[config.mk]
export PLATFORM = sky130hd
export DESIGN_NAME = sram_arbiter
export DESIGN_NICKNAME = d
export VERILOG_FILES = /design/src/rtl/slc3_mem_pkg.sv /design/src/rtl/sram_arb_select.sv /design/src/rtl/sram_arbiter.sv
export SDC_FILE = /design/constraint.sdc
export NUM_CORES = 1
export LEC_CHECK = 0
export BUFFER_PORTS_ARGS = -buffer_cell sky130_fd_sc_hd__buf_2
export CAP_MARGIN = 20
export CELL_PAD_IN_SITES_DETAIL_PLACEMENT = 1
export CELL_PAD_IN_SITES_GLOBAL_PLACEMENT = 2
export CORE_MARGIN = 4
export CORE_UTILIZATION = 28
export CTS_CLUSTER_DIAMETER = 100
export DETAILED_ROUTE_END_ITERATION = 16
export PLACE_DENSITY = 0.77
export SLEW_MARGIN = 20
export SYNTH_ARGS = -nofsm -noshare
export SYNTH_HDL_FRONTEND = slang
export SYNTH_SLANG_ARGS = --single-unit
[constraint.sdc]
create_clock -name Clk -period 3.39 [get_ports Clk]
set_clock_uncertainty 0.2 [all_clocks]
set_input_delay 0 -clock Clk [delete_from_list [all_inputs] [get_ports Clk]]
set_output_delay 0 -clock Clk [all_outputs]
set_load 0.1 [all_outputs]
[src/rtl/slc3_mem_pkg.sv]
// Shared types for the SLC-3 external SRAM path: FSM states, port owners,
// strobe bundle and the state-to-strobe decode used by sram_arbiter.
package slc3_mem_pkg;

  typedef enum logic [1:0] {IDLE, SETUP, ACCESS, DONE} arb_state_t;
  typedef enum logic {PORT_CPU, PORT_DBG} arb_port_t;

  localparam int SRAM_DATA_W = 16;

  typedef struct packed {
    logic ce;
    logic oe;
    logic we;
    logic ub;
    logic lb;
  } sram_strobe_t;

  // Active-low strobe pattern for a state; a write drops OE/CE/UB/LB in DONE.
  function automatic sram_strobe_t decode_strobes(arb_state_t s, logic is_write);
    sram_strobe_t st;
    st = '1;
    case (s)
      SETUP: begin
        st.ce = 1'b0;
        st.ub = 1'b0;
        st.lb = 1'b0;
        st.oe = is_write;
      end
      ACCESS: begin
        st.ce = 1'b0;
        st.ub = 1'b0;
        st.lb = 1'b0;
        st.oe = is_write;
        st.we = ~is_write;
      end
      DONE: begin
        if (!is_write) begin
          st.ce = 1'b0;
          st.oe = 1'b0;
          st.ub = 1'b0;
          st.lb = 1'b0;
        end
      end
      default: st = '1;
    endcase
    return st;
  endfunction

endpackage

[src/rtl/sram_arb_select.sv]
// Grant selection between the CPU and debug ports. Fixed CPU priority by
// default; defining SRAM_ARB_RR_EN adds a last-grant pointer for round-robin.
module sram_arb_select
  import slc3_mem_pkg::*;
(
  input  logic      Clk,
  input  logic      Reset,
  input  logic      take,
  input  logic      cpu_req,
  input  logic      dbg_req,
  output logic      grant_valid,
  output arb_port_t grant_port
);

  assign grant_valid = cpu_req | dbg_req;

`ifdef SRAM_ARB_RR_EN
  arb_port_t last_grant;

  always_ff @(posedge Clk or posedge Reset) begin
    if (Reset) begin
      last_grant <= PORT_DBG;
    end else if (take) begin
      last_grant <= grant_port;
    end
  end

  // On a tie the port that did not win last time goes first.
  always_comb begin
    grant_port = PORT_CPU;
    if (cpu_req && dbg_req) begin
      grant_port = (last_grant == PORT_CPU) ? PORT_DBG : PORT_CPU;
    end else if (dbg_req) begin
      grant_port = PORT_DBG;
    end
  end
`else
  logic unused_rr;
  assign unused_rr = &{1'b0, Clk, Reset, take};

  always_comb begin
    grant_port = PORT_CPU;
    if (!cpu_req && dbg_req) begin
      grant_port = PORT_DBG;
    end
  end
`endif

endmodule

[src/rtl/sram_arbiter.sv]
// SLC-3 SRAM sequencer and two-port arbiter with registered, glitch-free
// strobes. Optional round-robin arbitration via macro SRAM_ARB_RR_EN.
module sram_arbiter
  import slc3_mem_pkg::*;
#(
  parameter int WAIT_CYCLES = 2,
  parameter int ADDR_W      = 20
) (
  input  logic                   Clk,
  input  logic                   Reset,
  input  logic                   cpu_req,
  input  logic                   cpu_we,
  input  logic [ADDR_W-1:0]      cpu_addr,
  input  logic [SRAM_DATA_W-1:0] cpu_wdata,
  output logic [SRAM_DATA_W-1:0] cpu_rdata,
  output logic                   cpu_done,
  input  logic                   dbg_req,
  input  logic                   dbg_we,
  input  logic [ADDR_W-1:0]      dbg_addr,
  input  logic [SRAM_DATA_W-1:0] dbg_wdata,
  output logic [SRAM_DATA_W-1:0] dbg_rdata,
  output logic                   dbg_done,
  output logic                   busy,
  output logic                   CE,
  output logic                   OE,
  output logic                   WE,
  output logic                   UB,
  output logic                   LB,
  output logic [ADDR_W-1:0]      ADDR,
  output logic [SRAM_DATA_W-1:0] Data_Mem_Out,
  input  logic [SRAM_DATA_W-1:0] Data_Mem_In
);

  generate
    if (WAIT_CYCLES < 1 || WAIT_CYCLES > 15) begin : g_bad_wait
      $error("sram_arbiter: WAIT_CYCLES must be in 1..15");
    end
  endgenerate

  localparam logic [3:0] CNT_LOAD = 4'(WAIT_CYCLES - 1);

  arb_state_t       state, next_state;
  logic [3:0]       cnt;
  arb_port_t        owner;
  logic             lat_we;
  sram_strobe_t     strobe_q;

  logic             grant_valid;
  arb_port_t        grant_port;
  logic             take;
  logic             sel_we;
  logic             next_we;
  logic [ADDR_W-1:0]      sel_addr;
  logic [SRAM_DATA_W-1:0] sel_wdata;

  assign take = (state == IDLE) && grant_valid;

  sram_arb_select u_select (
    .Clk         (Clk),
    .Reset       (Reset),
    .take        (take),
    .cpu_req     (cpu_req),
    .dbg_req     (dbg_req),
    .grant_valid (grant_valid),
    .grant_port  (grant_port)
  );

  assign sel_we    = (grant_port == PORT_CPU) ? cpu_we    : dbg_we;
  assign sel_addr  = (grant_port == PORT_CPU) ? cpu_addr  : dbg_addr;
  assign sel_wdata = (grant_port == PORT_CPU) ? cpu_wdata : dbg_wdata;
  assign next_we   = take ? sel_we : lat_we;

  always_ff @(posedge Clk or posedge Reset) begin
    if (Reset) begin
      state <= IDLE;
    end else begin
      state <= next_state;
    end
  end

  always_comb begin
    next_state = state;
    case (state)
      IDLE:    if (grant_valid) next_state = SETUP;
      SETUP:   next_state = ACCESS;
      ACCESS:  if (cnt == 4'd0) next_state = DONE;
      DONE:    next_state = IDLE;
      default: next_state = IDLE;
    endcase
  end

  // Strobes and done pulses are decoded from next_state so they change only on the clock edge.
  always_ff @(posedge Clk or posedge Reset) begin
    if (Reset) begin
      strobe_q     <= '1;
      cpu_done     <= 1'b0;
      dbg_done     <= 1'b0;
      cnt          <= 4'd0;
      owner        <= PORT_CPU;
      lat_we       <= 1'b0;
      ADDR         <= '0;
      Data_Mem_Out <= '0;
      cpu_rdata    <= '0;
      dbg_rdata    <= '0;
    end else begin
      strobe_q <= decode_strobes(next_state, next_we);
      cpu_done <= (next_state == DONE) && (owner == PORT_CPU);
      dbg_done <= (next_state == DONE) && (owner == PORT_DBG);
      if (take) begin
        owner        <= grant_port;
        lat_we       <= sel_we;
        ADDR         <= sel_addr;
        Data_Mem_Out <= sel_wdata;
      end
      if (state == SETUP) begin
        cnt <= CNT_LOAD;
      end else if (state == ACCESS && cnt != 4'd0) begin
        cnt <= cnt - 4'd1;
      end
      if (state == ACCESS && cnt == 4'd0 && !lat_we) begin
        if (owner == PORT_CPU) cpu_rdata <= Data_Mem_In;
        else                   dbg_rdata <= Data_Mem_In;
      end
    end
  end

  assign busy = (state != IDLE);
  assign CE   = strobe_q.ce;
  assign OE   = strobe_q.oe;
  assign WE   = strobe_q.we;
  assign UB   = strobe_q.ub;
  assign LB   = strobe_q.lb;

endmodule
==> metrics, run 1 <==
status complete, no violations; RSZ-0062 raised after global routing no; routability cong. 0.7025; pre-CTS WS 0.7946 ns; Worst path most repeated cell dlygate4sd3_1; CTS tree done; # fillers about 1,400; biggest area consumer among synthesized cells dfrtp_1; area growth from synthesis to layout 61.69%; final worst slack approximately 0.74 ns; total gr overflow 0; share of cells above drive strength 1 41.98%; Synth Net Count about 390; Post-Syn Area 0.003602 mm2; setup violators final 0; Root Buffer clkbuf_16; Slowest-stage cell, CP nand2b_2; nets around 650; Vias 3,106; post-route cell area 0.005824 mm2; Antenna Diode Count 0; Clk Latency, worst-skew pair 0.34 ns; H-tree depth 3; max_cap viols 0; wire length per cell 15.42 um; detailed router's first-iteration violation count 99; FF/Latch Area 0.002031 mm2; final std cells w/o fill 727; yosys warns 0; fin crit period 2.652 ns; Relative slew margins a little over two fifths; die height 121.4 um; DR DRC count 0; number of setup buffers added after CTS 0; clock slew seen by the registers of the worst setup and hold paths 0.07 ns; CTS Sinks slightly above 80; flops & latches, synth 81; Vias/cell 4.272; Worst EP required 3.38 ns; Top Ports 170; CTS max path bufs 2; Die Wd 121.4 um; setup TNS 0 ns; placed insts between 600 and 700; Worst Path Arrival 2.64 ns; f_max approximately 0.38 GHz; pin count of the biggest net entering global routing 45; CP peak stage delay ~0.7 ns; drt first pass iters 4; placed instance area between 0.004 and 0.005 mm2; post-synthesis xor/xnor area fraction 0%; top cells by area, synth dfrtp_1, mux2i_1, mux2_2; hold_buf cts 92; Synth Area in Adders 3.126%; largest family of logic cells by synthesized area multiplexers; Critical Path Sink Type flip-flop; Core Area 0.01262 mm2; Die ar. 0.01474 mm2; # rows between 40 and 50; port bufs 169; final period utilization between 70% and 80%; vias in the first global route 3,541; critical path launch point type primary input; post-detail-place hpwl 7.559 mm; first-pass GRT wire length between 15 and 20 mm; Initial Utilization 28.54%; CTS Buf Count 9; Overall Global Routing Usage between 10% and 20%; Antenna Nets Post-Route 0; critical path class primary input to flip-flop; register area share after synthesis between 50% and 60%; area fraction in and, or, nand and nor cells after synthesis 7.190%; Yosys top cell area share a little over half; Final Hold Viols 0; CTS-repair resized insts 0; Compound-Gate Fraction of Synth Area 8.163%; post-synthesis cell type count 36; synthesized area per cell 12.38 um2; Hold WC Path Type primary input to flip-flop; CP top delay family buffers and inverters; CP Buf/Inv Count 4; Slew Limit Fails 0; critical path cell sequence dlygate4sd3_1 -> buf_2 -> nand2b_2 -> buf_4 -> mux2i_1 -> dlygate4sd3_1 -> o21ai_0; CP Max Fanout 26; Mapped Cells 291; Worst-Margin Slew 0.8473 ns; area occupied by multi-input gates 0.001438 mm2; antenna violations before repair 0; final WL 11.21 mm; multiplexer share of the synthesized area 21.05%
-- cell usage after synthesis, drive strengths merged --
| library cell | n |
|---|---|
| nor2b | 2 |
| and2 | 1 |
| a211oi | 1 |
| clkbuf | 8 |
| mux2 | 32 |
| or4b | 1 |
| nor4b | 1 |
| mux2i | 36 |
| nor2 | 1 |
| o21bai | 1 |
| dfrtp | 78 |
| a21oi | 5 |
| or3b | 2 |
| a221oi | 1 |
| nor4bb | 1 |
| a21o | 2 |
| and3 | 1 |
| ha | 9 |
| a311oi | 1 |
| dfstp | 3 |
| o21ai | 39 |
| nor3 | 1 |
| buf | 10 |
| a41o | 1 |
| o22ai | 1 |
| nand2b | 2 |
| nand2 | 39 |
| o22a | 1 |
| inv | 10 |
-- layout make-up --
| type | count | area share, % |
|---|---|---|
| multi-input cells | 182 | 24.68 |
| inverters | 10 | 0.6660 |
| repair buffers | 266 | 30.98 |
| flip-flops and latches | 81 | 34.87 |
| clock inverters | 5 | 0.7734 |
| clock buffers | 11 | 4.339 |
| well taps | 172 | 3.695 |
-- stage by stage --
step / utilization [%] / hold slack (ns)
2_1_floorplan: - / -0.1102
3_3_place_gp: 36.50 / -0.06167
3_5_place_dp: 36.50 / -0.05621
4_1_cts: 46.15 / 0.003518
5_1_grt: 46.15 / 0.08404
6_report: 46.15 / 0.03877
-- layout by cell type (no fill, tap or decap), types with 3 or more instances in the layout --
cell type      instances
buf_2                169
o21ai_0               38
mux2_4                10
ha_1                   9
dlygate4sd3_1         92
nand2_1               39
clkbuf_16              9
a21oi_1                5
inv_1                  9
mux2i_1               36
mux2_2                22
dfrtp_1               78
buf_4                  5
dfstp_2                3
-- registers in the layout (all words and copies together) (netlist names), 2 cells and up --
signal	cells
ADDR	20
Data_Mem_Out	16
cnt	4
cpu_rdata	16
dbg_rdata	16
state	2
-- worst reg2reg max path, cell delays in order (launching register included) --
cell     delay [ns]
dfrtp_1        0.40
inv_1          0.10
ha_1           0.14
or3b_1         0.52
nor4b_4        0.46
buf_4          0.30
mux2_2         0.36
-- metal layers --
metal	global-route usage, %	part of all wire, %
met5	0	0
met4	4.342	1.2
met3	4.149	5.9
met2	28.08	51
met1	18.51	42
-- cell families after synthesis --
| logic type | Yosys count |
|---|---|
| flip-flops | 81 |
| multiplexers | 68 |
| AO/OA/AOI/OAI | 53 |
| AND/OR/NAND/NOR | 52 |
| buffers and inverters | 28 |
| adder cells (fa/ha/maj) | 9 |
-- final timing paths --
check                      depth (start not counted)     start       endpoint  slack (ns)
max                                                7   cpu_req       ADDR[19]        0.74
min                                                3    dbg_we         lat_we        0.04
max reg2reg                                        6    cnt[0]  cpu_rdata[12]        0.79
min reg2reg                                        2  ADDR[14]       ADDR[14]        0.28
max in group asynchronous                          4     Reset       ADDR[17]        2.44
min in group asynchronous                          4     Reset  dbg_rdata[10]        0.12
Power of run 1 is not shown: default switching activity piles up to over one toggle a cycle in this logic, so the estimate is an artifact.
==> run 2, diff against run 1 <==
clock period = 2.48 ns   (was 3.39 ns; I/O delays follow)
==> run 2 against run 1 <==
  * Core utilization is 0.64 points higher
  * Die area did not move
  * First-iteration DRC count increased by 66%
  * Largest cell class unchanged
  * Sequential share of layout area decreased by 0.48 points
  * Highest routed layer unchanged
  * Routed wire length grew 1.7%
==> metrics, run 2 (same netlist as run 1, synthesis figures left out) <==
status complete, no violations; Worst Path Arrival 2.42 ns; WHS Endpoint WE; hold path depth 4; f_max 0.4260 GHz; Top Ports 170; RSZ-0062 raised after global routing no; Vias around 3,200; Root Buffer clkbuf_16; FF-to-FF End lat_we; clock slew seen by the registers of the worst setup and hold paths 0.06 ns; total gr overflow 0; pin count of the biggest net entering global routing 73; origin of the critical flop-to-flop path state[0]; Overall Global Routing Usage 15.87%; HP Start dbg_we; Slew Limit Fails 0; H-tree depth 3; detailed router's first-iteration violation count 164; most frequent cells in the layout buf_2, dlygate4sd3_1, dfrtp_1; critical path launch point type flip-flop; grt met1 use between 10% and 20%; Antenna Nets Post-Route 0; Worst-Margin Slew slightly above 0.7 ns; # rows 41; CTS Buf Count 9; die height 121.4 um; fin crit period 2.347 ns; CTS max path bufs 2; setup violators final 0; wire length per cell between 15 and 20 um; max_cap viols 0; Vias/cell 4.353; DR DRC count 0; Core Area 0.01262 mm2; port bufs 169; flip-flop count of the largest register after layout 20; Worst EP required 2.55 ns; Die Wd 121.4 um; area growth from synthesis to layout 63.95%; FF/Latch Area just over 0.002 mm2; Hold WC Path Type primary input to flip-flop; met3 usage between 3 and 4%; area occupied by multi-input gates about 0.0014 mm2; Initial Utilization between 20% and 30%; final WL 11.40 mm; Relative slew margins 52.00%; Final Hold Viols 0; CP Max Fanout 6; antenna violations before repair 2; met2 usage 28.70%; final worst slack 0.1328 ns; share of cells above drive strength 1 42.04%; nets 657; number of setup buffers added after CTS 0; Die ar. 0.01474 mm2; GR peak layer met2; drt first pass iters 4; Critical Path Sink Type flip-flop; setup TNS 0 ns; CTS tree done; pre-CTS WS 0.1263 ns; Clk Latency, worst-skew pair 0.33 ns; vias in the first global route 3,654; most common cell after layout, fill and taps aside buf_2; routability cong. 0.7190; reg-to-reg slack, setup 0.13 ns; critical path class flip-flop to flip-flop; register with the most flip-flops ADDR; post-detail-place hpwl roughly 7.4 mm; CTS Sinks 81; Reg2Reg Depth 5; final period utilization 94.65%; first-pass GRT wire length 18.35 mm; Fin Hold WS approximately 0.13 ns; # fillers 1,424
[run 2: cell count changes in the layout (fill, tap and decap cells not counted), moves of 2 or more]
cell / delta
buf_12: +2
dlygate4sd3_1: +2
clkbuf_8: -2
clkinv_4: +2
diode_2: +2
[run 2: worst max-delay path: stages (launching register included)]
cell	delay [ns]
dfrtp_1	0.41
inv_1	0.12
ha_1	0.33
o21ai_4	0.10
a221oi_1	0.51
dlygate4sd3_1	0.62
[run 2: routing by layer]
metal	routed length, um	vias up
li1	-	1529
met1	4592	1537
met2	5957	107
met3	604	18
met4	245	0
met5	0	-
[run 2: worst max-delay path by stage]
stage | startpoint | endpoint | slack (ns) | cells past startpoint
floorplan | cnt[0] | dbg_rdata[0] | 0.05 | 8
global placement | cnt[0] | dbg_rdata[4] | 0.21 | 5
detailed placement | cnt[0] | OE | 0.13 | 9
CTS | cpu_req | Data_Mem_Out[10] | 0.10 | 7
global route | cnt[1] | cpu_rdata[7] | 0.005 | 7
finish | state[0] | lat_we | 0.13 | 5
[run 2: timing repair]
action	in CTS	in global routing
endpoints found under the setup margin	0	16
hold buffers	94	0
gates resized for setup	0	4
endpoints found under the hold margin	111	0
[run 2: metrics by stage]
step	area, um2	std cells	util (%)
after global routing	5906	733	46.80
after global placement	4646	621	36.81
after floorplan	3602	291	-
after CTS	5889	731	46.67
final	5906	733	46.80
after detailed placement	4646	621	36.81
[run 2: cell type report]
cell class,instances,area share (%)
sequential,81,34.39
clock buffer,10,3.877
clock inverter,6,1.250
multi-input combinational,182,24.47
inverter,10,0.6568
antenna,2,0.08475
tap,172,3.644
timing repair buffer,270,31.63
Power of run 2 is left out for the same reason.
